**src/rtl/frame_shift_engine.sv**
```systemverilog
// N-bit parallel-load shift register with serial in/out and a frame bit counter (busy/done).
// Latency: q updates on the load/shift edge; sout is combinational from q. No backpressure: every shift_en tick is taken.
// Optional even-parity check of the completed frame via par_err when FRAME_SHIFT_PARITY_EN is defined.
module frame_shift_engine #(
    parameter int          N         = 11,
    parameter bit          LSB_FIRST = 1'b0,
    parameter logic [N-1:0] IDLE_VAL = {N{1'b1}},
    localparam int         CW        = $clog2(N + 1)
) (
    input  logic          clk,
    input  logic          reset,
    input  logic          load,
    input  logic          arm,
    input  logic          shift_en,
    input  logic          sin,
    input  logic [N-1:0]  d,
    output logic [N-1:0]  q,
    output logic          sout,
    output logic          busy,
    output logic          done,
    output logic [CW-1:0] count
`ifdef FRAME_SHIFT_PARITY_EN
    ,
    output logic          par_err
`endif
);

    logic [N-1:0]  q_q, q_d, shifted;
    logic [CW-1:0] count_q, count_d;
    logic          busy_q, busy_d;
    logic          done_q, done_d;
    logic          last_bit;

    always_comb begin
        if (LSB_FIRST) shifted = {sin, q_q[N-1:1]};
        else           shifted = {q_q[N-2:0], sin};
    end

    // The Nth accepted shift of an active frame closes it.
    assign last_bit = busy_q && (count_q == CW'(N - 1));

    always_comb begin
        q_d     = q_q;
        count_d = count_q;
        busy_d  = busy_q;
        done_d  = 1'b0;
        if (load) begin
            q_d     = d;
            count_d = '0;
            busy_d  = 1'b1;
        end else if (arm) begin
            count_d = '0;
            busy_d  = 1'b1;
        end else if (shift_en) begin
            q_d = shifted;
            if (last_bit) begin
                count_d = '0;
                busy_d  = 1'b0;
                done_d  = 1'b1;
            end else if (busy_q) begin
                count_d = count_q + CW'(1);
            end
        end
    end

    always_ff @(posedge clk or negedge reset) begin
        if (!reset) begin
            q_q     <= IDLE_VAL;
            count_q <= '0;
            busy_q  <= 1'b0;
            done_q  <= 1'b0;
        end else begin
            q_q     <= q_d;
            count_q <= count_d;
            busy_q  <= busy_d;
            done_q  <= done_d;
        end
    end

    assign q     = q_q;
    assign sout  = LSB_FIRST ? q_q[0] : q_q[N-1];
    assign busy  = busy_q;
    assign done  = done_q;
    assign count = count_q;

`ifdef FRAME_SHIFT_PARITY_EN
    logic par_q, par_d;

    always_comb begin
        par_d = par_q;
        if (load || arm)                               par_d = 1'b0;
        else if (shift_en && last_bit)                 par_d = ^shifted;
    end

    always_ff @(posedge clk or negedge reset) begin
        if (!reset) par_q <= 1'b0;
        else        par_q <= par_d;
    end

    assign par_err = par_q;
`endif

endmodule

```
**config.mk**
```make
export PLATFORM = sky130hd
export DESIGN_NAME = frame_shift_engine
export DESIGN_NICKNAME = d
export VERILOG_FILES = /design/src/rtl/frame_shift_engine.sv
export SDC_FILE = /design/constraint.sdc
export NUM_CORES = 1
export LEC_CHECK = 0
export ABC_AREA = 0
export BUFFER_PORTS_ARGS = -buffer_cell sky130_fd_sc_hd__clkbuf_2
export CORE_MARGIN = 8
export CORE_UTILIZATION = 41
export DETAILED_ROUTE_END_ITERATION = 10
export PLACE_DENSITY = 0.84
export SKIP_CTS_REPAIR_TIMING = 1
export SKIP_LAST_GASP = 1
export SLEW_MARGIN = 20
export SYNTH_ARGS = -nofsm -noshare
export SYNTH_HDL_FRONTEND = slang
export SYNTH_SLANG_ARGS = --single-unit
```
**constraint.sdc**
```tcl
create_clock -name clk -period 1.42 [get_ports clk]
set_input_delay 0.071 -clock clk [delete_from_list [all_inputs] [get_ports clk]]
set_output_delay 0.071 -clock clk [all_outputs]
set_load 0.005 [all_outputs]
```
==> impl_metrics.env, run 1 <==
export IMPL_period_share_pct=102
export IMPL_htree_num_levels=1
export IMPL_hpwl_um=1510
export IMPL_finalMaxSlewViolations=0
export IMPL_violations="hold timing, setup timing"
export IMPL_worstHoldPathType="in2reg"
export IMPL_path_max_fanout=5
export IMPL_wire_per_inst_um=13.7
export IMPL_max_slew_worst_pin_slew_ns=0.407
export IMPL_grt_max_degree=23
export IMPL_die_area_mm2=0.00369
export IMPL_grt_pass1_vias=727
export IMPL_critPathArrivalTime_ns=1.66
export IMPL_insertion_delay_ns=0.28
export IMPL_period_needed_ns=1.44
export IMPL_drtIter0Drc=7
export IMPL_post_route_cell_area_mm2=0.00115
export IMPL_start_util_pct=42.8
export IMPL_antenna_left=0
export IMPL_placed_area_mm2=0.00103
export IMPL_grt_overflow_total=0
export IMPL_rsz0062_at_grt="yes"
export IMPL_critPathKind="reg2reg"
export IMPL_io_pins=35
export IMPL_setup_viol=2
export IMPL_synth_area_um2=822
export IMPL_fin_setup_tns_ns=-0.0274
export IMPL_multi_input_area_um2=374
export IMPL_cts_tree="yes"
export IMPL_reg2reg_to="count[0]"
export IMPL_status="finished, violations left"
export IMPL_dr_total_vias=721
export IMPL_register_area_um2=439
export IMPL_gp_congestion=0.800
export IMPL_ys_seq_area_share_pct=53.4
export IMPL_cts_root_buffer="clkbuf_4"
export IMPL_ys_warn_count=0
export IMPL_rr_worst_depth=5
export IMPL_synth_cell_types=19
export IMPL_synth_edf_count=0
export IMPL_synth_area_leader_cell="dfstp_2"
export IMPL_synthArstFlopShare_pct=100
export IMPL_r2r_start="count[0]"
export IMPL_drt_first_pass_iters=4
export IMPL_core_area_mm2=0.00192
export IMPL_grt_usage_pct=11.5
export IMPL_regToRegSetupSlack_ns=-0.02
export IMPL_synth_ff_type="dfstp_2"
export IMPL_grt_pass1_wl_um=3190
export IMPL_min_from="d[6]"
export IMPL_irDropWorstVdd_mv=0.446
export IMPL_clock_sinks=17
export IMPL_drcViolationCount=0
export IMPL_yosys_top_cells_area="dfstp_2 (35%), dfrtp_1 (18%), mux2i_1 (13%)"
export IMPL_layout_drive_gt1_share_pct=48.0
export IMPL_chipWidth_um=60.8
export IMPL_holdWs_ns=-0.0174
export IMPL_critical_path_top_delay_family="simple AND/OR/NAND/NOR gates"
export IMPL_timing_final_ws_setup_ns=-0.0221
export IMPL_antennaDiodeCount=0
export IMPL_numCtsBuffers=3
export IMPL_via_per_inst=4.74
export IMPL_wl_um=2080
export IMPL_cpMaxStageDelayCell="or3_1"
export IMPL_portBuffers=34
export IMPL_leakage_nw=0.538
export IMPL_drv_cap=0
export IMPL_area_growth_syn_to_layout_pct=40.5
export IMPL_timing_critical_path_buf_inv=1
export IMPL_whs_endpoint="q[6]"
export IMPL_end_kind="flop"
export IMPL_nNetsFinal=145
export IMPL_synth_common_cells="nand2_1 (17), dfstp_2 (11), mux2i_1 (11), o21ai_0 (11), dfrtp_1 (6)"
export IMPL_slowest_delay_ns=0.37
export IMPL_critical_path_depth=5
export IMPL_finalHoldViolCount=3
export IMPL_fin_skew_ns=0.00104
export IMPL_num_rows=16
export IMPL_crit_chain="inv_1, ha_2, and4b_2, or3_1, a21oi_2"
export IMPL_p_per_area_mw_per_mm2=866
export IMPL_syn_inst=80
export IMPL_die_y_um=60.8
export IMPL_syn_nets=99
export IMPL_fmax_mhz=693
export IMPL_max_slew_margin_rel_pct=72.9
export IMPL_clk_path_buf_depth=2
export IMPL_cp_data_required_time_ns=1.63
export IMPL_start_kind="flop"
export IMPL_hold_path_depth=3
export IMPL_yosysMostFrequentCell="nand2_1"
export IMPL_synth_top_area_share_pct=35.2
export IMPL_nFillCells=180
export IMPL_antenna_found_initial=0
export IMPL_clk_pin_slew_ns=0.09
export IMPL_postSynthAreaPerCell_um2=10.3
export IMPL_ys_ff_latch=17
==> metal layers <==
layer | part of all wire (%) | wire length (µm) | global-route usage [%]
met5 | 0 | 0 | 0
met4 | 0 | 0 | 3.99
met2 | 49 | 1020 | 19.2
met3 | 8.1 | 169 | 4.24
met1 | 43 | 889 | 13.2
==> worst register-to-register path, cell delays in order (launching register included) <==
cell,delay (ns)
dfrtp_1,0.36
inv_1,0.05
ha_2,0.18
and4b_2,0.27
or3_1,0.37
a21oi_2,0.14
==> how the worst max path moves through the flow <==
stage / endpoint / start / slack, ns
after global routing: count[0] / count[0] / -0.08
after CTS: count[0] / count[0] / 0.009
final: count[0] / count[0] / -0.02
after floorplan: count[1] / count[0] / 0.03
after detailed placement: count[2] / count[0] / 0.04
after global placement: count[1] / count[0] / 0.1
==> sequential cells by signal (all words and copies together), names as in the netlist <==
name,count
done,1
busy,1
q,11
count,4
==> placed cells by master, fill, tap and decap left out, drive strengths merged <==
master / netlist / final
ha: 2 / 2
nand3b: 1 / 1
or3: 4 / 4
dfstp: 11 / 11
nand2: 17 / 17
nor2: 1 / 1
and4b: 1 / 1
a21o: 1 / 1
dfrtp: 6 / 6
dlygate4sd3: 0 / 7
o21ai: 11 / 11
inv: 1 / 1
buf: 2 / 5
or2: 1 / 1
and2b: 1 / 1
mux2i: 11 / 11
nand3: 2 / 2
a21oi: 3 / 3
a31oi: 1 / 1
clkbuf: 3 / 38
==> per-stage QoR <==
step	cells	total power, mW	worst slack, ns	util, %
CTS	144	1.00	0.00943	54.9
finish	152	1.00	-0.0221	60.1
floorplan	80	0.651	0.0287	-
detailed placement	140	0.741	0.0368	53.6
global placement	140	0.733	0.0993	53.6
global route	152	1.06	-0.0788	60.1
==> report_power, final <==
| group | internal, mW | total (mW) | switching, mW |
|---|---|---|---|
| clock | 0.109 | 0.251 | 0.142 |
| sequential | 0.543 | 0.571 | 0.0273 |
| combinational | 0.0939 | 0.179 | 0.0851 |
| total | 0.746 | 1.00 | 0.254 |
==> kinds of logic (layout without fill, tap and decap cells) <==
family          Yosys count  after routing  synth area share (%)
compound gates           16             16                  10.2
fa+ha+maj                 2              2                  3.04
buf+inv                   6             51                  3.65
flops                    17             17                  53.4
mux                      11             11                  13.4
simple gates             28             28                  16.3
==> cell type report <==
| type | instances | share of cell area, % |
|---|---|---|
| tap | 27 | 2.93 |
| timing repair buffer | 46 | 24.1 |
| sequential | 17 | 38.0 |
| multi-input combinational | 57 | 32.4 |
| inverter | 1 | 0.325 |
| clock buffer | 4 | 2.28 |
(Power assumes the default switching activity.)
==> inputs of run 2 (changes only) <==
--- a/config.mk
+++ b/config.mk
@@ -7,6 +7,7 @@
 export LEC_CHECK = 0
 export ABC_AREA = 0
 export BUFFER_PORTS_ARGS = -buffer_cell sky130_fd_sc_hd__clkbuf_2
+export CORE_ASPECT_RATIO = 0.9
 export CORE_MARGIN = 8
 export CORE_UTILIZATION = 41
 export DETAILED_ROUTE_END_ITERATION = 10
==> impl_metrics.env, run 2 (same netlist as run 1, synthesis figures left out) <==
export IMPL_rsz0062_at_grt="yes"
export IMPL_portBuffers=34
export IMPL_regToRegSetupSlack_ns=-0.01
export IMPL_cp_data_required_time_ns=1.64
export IMPL_multi_input_area_um2=365
export IMPL_num_rows=15
export IMPL_via_per_inst=4.87
export IMPL_p_sw_share_pct=26.6
export IMPL_critPathKind="reg2reg"
export IMPL_p_per_area_mw_per_mm2=887
export IMPL_hpwl_um=1510
export IMPL_holdWs_ns=-0.0170
export IMPL_final_cell_mix="clkbuf_2 (34), nand2_1 (17), mux2i_1 (11), o21ai_0 (11), dfstp_2 (11)"
export IMPL_largest_register_ffs=11
export IMPL_htree_num_levels=1
export IMPL_fmax_mhz=699
export IMPL_rr_worst_depth=5
export IMPL_wl_um=2060
export IMPL_grt_overflow_total=0
export IMPL_worstHoldPathType="in2reg"
export IMPL_clkPwrFrac_pct=26.0
export IMPL_place_ws_ns=-0.00309
export IMPL_timing_critical_path_buf_inv=1
export IMPL_max_slew_worst_pin_slew_ns=0.413
export IMPL_start_util_pct=42.9
export IMPL_clk_path_buf_depth=2
export IMPL_status="finished, violations left"
export IMPL_io_pins=35
export IMPL_path_max_fanout=5
export IMPL_end_kind="flop"
export IMPL_finalHoldViolCount=5
export IMPL_max_slew_margin_rel_pct=72.5
export IMPL_critPathArrivalTime_ns=1.65
export IMPL_grt_pass1_wl_um=3290
export IMPL_die_y_um=58.5
export IMPL_critical_path_top_delay_family="simple AND/OR/NAND/NOR gates"
export IMPL_irDropWorstVdd_mv=0.511
export IMPL_cts_root_buffer="clkbuf_4"
export IMPL_crit_path_end="count[0]"
export IMPL_crit_chain="inv_1, ha_2, and4b_2, or3_1, a21oi_1"
export IMPL_antenna_left=0
export IMPL_clk_pin_slew_ns=0.11
export IMPL_violations="hold timing, setup timing"
export IMPL_numCtsBuffers=3
export IMPL_period_needed_ns=1.43
export IMPL_drt_first_pass_iters=2
export IMPL_insertion_delay_ns=0.29
export IMPL_slowest_delay_ns=0.38
export IMPL_fin_setup_tns_ns=-0.0159
export IMPL_start_kind="flop"
export IMPL_netSwitchingPower_uw=269
export IMPL_nNetsFinal=144
export IMPL_p_int_uw=743
export IMPL_dr_total_vias=726
export IMPL_layout_drive_gt1_share_pct=46.8
export IMPL_die_area_mm2=0.00370
export IMPL_grt_usage_pct=10.8
export IMPL_drcViolationCount=0
export IMPL_p_comb_share_pct=17.6
export IMPL_cpMaxStageDelayCell="dfrtp_1"
export IMPL_drtIter0Drc=31
export IMPL_core_area_mm2=0.00191
export IMPL_antenna_found_initial=0
export IMPL_area_growth_syn_to_layout_pct=38.7
export IMPL_register_area_um2=439
export IMPL_chipWidth_um=63.2
export IMPL_cts_tree="yes"
export IMPL_grt_pass1_vias=705
export IMPL_period_share_pct=101
export IMPL_antennaDiodeCount=0
export IMPL_clock_sinks=17
export IMPL_seqPwrFrac_pct=56.4
export IMPL_r2r_start="count[0]"
export IMPL_leakage_nw=0.532
export IMPL_gp_congestion=0.767
export IMPL_drv_cap=0
export IMPL_layout_commonest_cell="clkbuf_2"
export IMPL_crit_start="count[0]"
export IMPL_wire_per_inst_um=13.8
export IMPL_grt_max_degree=23
export IMPL_reg2reg_to="count[0]"
export IMPL_critical_path_depth=5
export IMPL_finalMaxSlewViolations=0
export IMPL_nFillCells=179
export IMPL_setup_viol=2
export IMPL_timing_final_ws_setup_ns=-0.0115
export IMPL_fin_skew_ns=0.00971
-- run 2: per-layer routing --
metal | wire (µm) | share of wire [%] | track usage, % | vias up
met3 | 139 | 6.7 | 5.30 | 0
met1 | 992 | 48 | 13.4 | 336
met4 | 0 | 0 | 2.86 | 0
met2 | 931 | 45 | 16.4 | 25
met5 | 0 | 0 | 0 | -
li1 | - | - | - | 365
-- run 2: layout make-up --
type / count / area share, %
flip-flops and latches: 17 / 38.5
multi-input cells: 57 / 32.1
repair buffers: 45 / 23.7
well taps: 25 / 2.74
clock buffers: 3 / 1.98
clock inverters: 1 / 0.659
inverters: 1 / 0.329
-- run 2: worst min-delay path: cells and delay by family --
family	cells	cell delay, ns
AO/OA/AOI/OAI	1	0.07
buffers and inverters	1	0.08
AND/OR/NAND/NOR	1	0.05
-- run 2: power by group through the flow --
stage | Sequential [mW] | Combinational, mW | Clock [mW]
floorplan | 0.578 | 0.0728 | 0
global route | 0.576 | 0.200 | 0.289
finish | 0.570 | 0.178 | 0.263
detailed placement | 0.578 | 0.163 | 0
global placement | 0.575 | 0.157 | 0
CTS | 0.570 | 0.164 | 0.271
-- run 2: through the flow --
stage                     util (%)  power (mW)  std cells  cell area (µm²)
after global placement        53.7       0.732        138             1030
after global routing          59.5        1.06        149             1140
after CTS                     55.2        1.00        142             1060
after floorplan                  -       0.651         80              822
after detailed placement      53.7       0.741        138             1030
final                         59.5        1.01        149             1140
-- run 2: how the worst min path moves through the flow --
stage | startpoint | endpoint | slack, ns | cells after the start
after floorplan | reset | busy | -0.22 | 0
after CTS | reset | done | -0.31 | 1
after detailed placement | reset | count[2] | 0.02 | 1
final | d[7] | q[7] | -0.02 | 3
after global placement | reset | count[2] | 0.01 | 1
after global routing | d[3] | q[3] | 0.005 | 3
==> inputs of run 3 (changes only) <==
==> constraint.sdc (replaced) <==
create_clock -name clk -period 1.2 [get_ports clk]
set_input_delay 0.06 -clock clk [delete_from_list [all_inputs] [get_ports clk]]
set_output_delay 0.06 -clock clk [all_outputs]
set_load 0.005 [all_outputs]
==> impl_metrics.env, run 3 (same netlist as run 1, synthesis figures left out) <==
export IMPL_chipWidth_um=63.2
export IMPL_antenna_found_initial=0
export IMPL_grt_pass1_wl_um=3150
export IMPL_max_slew_worst_pin_slew_ns=0.394
export IMPL_setup_viol=4
export IMPL_num_rows=15
export IMPL_timing_final_ws_setup_ns=-0.176
export IMPL_path_max_fanout=5
export IMPL_irDropWorstVdd_mv=0.587
export IMPL_die_area_mm2=0.00370
export IMPL_finalHoldViolCount=2
export IMPL_area_growth_syn_to_layout_pct=43.7
export IMPL_period_needed_ns=1.38
export IMPL_period_share_pct=115
export IMPL_hpwl_um=1560
export IMPL_grt_overflow_total=0
export IMPL_start_kind="flop"
export IMPL_die_y_um=58.5
export IMPL_grt_usage_pct=10.6
export IMPL_via_per_inst=4.95
export IMPL_max_slew_margin_rel_pct=73.7
export IMPL_crit_chain="inv_1, ha_2, and4b_1, or3_1, a21oi_1"
export IMPL_io_pins=35
export IMPL_nFillCells=165
export IMPL_p_per_area_mw_per_mm2=1020
export IMPL_slowest_delay_ns=0.37
export IMPL_holdWs_ns=-0.0256
export IMPL_start_util_pct=42.9
export IMPL_drtIter0Drc=46
export IMPL_layout_drive_gt1_share_pct=44.5
export IMPL_dpl_cell_count=139
export IMPL_power_mw=1.20
export IMPL_fin_cells=153
export IMPL_status="finished, violations left"
export IMPL_cts_tree="yes"
export IMPL_leakage_nw=0.556
export IMPL_violations="hold timing, setup timing"
export IMPL_clock_sinks=17
export IMPL_wire_per_inst_um=13.6
export IMPL_nNetsFinal=148
export IMPL_critPathArrivalTime_ns=1.59
export IMPL_cpMaxStageDelayCell="dfrtp_1"
export IMPL_place_ws_ns=-0.158
export IMPL_largest_register_ffs=11
export IMPL_rsz0062_at_grt="yes"
export IMPL_antenna_left=0
export IMPL_critPathKind="reg2reg"
export IMPL_drv_cap=0
export IMPL_dr_total_vias=758
export IMPL_cp_data_required_time_ns=1.42
export IMPL_insertion_delay_ns=0.29
export IMPL_final_cell_mix="clkbuf_2 (34), nand2_1 (17), mux2i_1 (11), o21ai_0 (11), dfstp_2 (11)"
export IMPL_drcViolationCount=0
export IMPL_gp_congestion=0.798
export IMPL_fmax_mhz=727
export IMPL_finalMaxSlewViolations=0
export IMPL_htree_num_levels=1
export IMPL_clk_path_buf_depth=2
export IMPL_antennaDiodeCount=0
export IMPL_numCtsBuffers=3
export IMPL_fin_skew_ns=0.00215
export IMPL_worstHoldPathType="in2reg"
export IMPL_timing_critical_path_buf_inv=1
export IMPL_portBuffers=34
export IMPL_wl_um=2090
export IMPL_drt_first_pass_iters=2
export IMPL_critical_path_top_delay_family="simple AND/OR/NAND/NOR gates"
export IMPL_core_area_mm2=0.00191
export IMPL_clk_pin_slew_ns=0.10
export IMPL_cts_root_buffer="clkbuf_4"
export IMPL_end_kind="flop"
export IMPL_layout_commonest_cell="clkbuf_2"
export IMPL_grt_max_degree=23
export IMPL_grt_pass1_vias=745
## run 3: worst min-delay path: stages
cell,delay [ns]
clkbuf_2,0.08
nand2_1,0.05
o21ai_0,0.07
## run 3: report_power, final
group          internal [mW]  switching, mW
Sequential             0.643         0.0331
Combinational          0.120          0.103
Clock                  0.124          0.178
Total                  0.887          0.314
## run 3: final timing paths
path / slack (ns) / startpoint / cells past startpoint / endpoint
worst max-delay path: -0.18 / count[0] / 5 / count[1]
worst min-delay path: -0.03 / d[5] / 3 / q[5]
worst max register to register: -0.18 / count[0] / 5 / count[1]
worst min register to register: 0.58 / q[3] / 2 / q[3]
max in group asynchronous: 0.64 / reset / 2 / q[7]
min in group asynchronous: 0.24 / reset / 2 / count[3]
## run 3: cell type report
class                   count  area, µm²  share of cell area [%]
well taps                  25       31.3                    2.65
clock buffers               3       22.5                    1.91
inverters                   1       3.75                   0.318
flip-flops and latches     17        439                    37.2
multi-input cells          57        359                    30.4
clock inverters             1       5.00                   0.424
repair buffers             49        320                    27.1
## run 3: metrics by stage
step	setup TNS [ns]	cell area [µm²]	utilization (%)
detailed placement	-0.448	1050	54.8
global route	-0.788	1180	61.7
finish	-0.535	1180	61.7
CTS	-0.567	1080	56.3
global placement	-0.200	1050	54.8
floorplan	-0.443	825	-
## run 3: routing by layer
metal / track usage (%) / part of all wire [%] / wire length, µm
met3: 4.73 / 7.7 / 160
met5: 0 / 0 / 0
met1: 11.5 / 43 / 902
met4: 4.76 / 0.91 / 19
met2: 17.7 / 48 / 1000
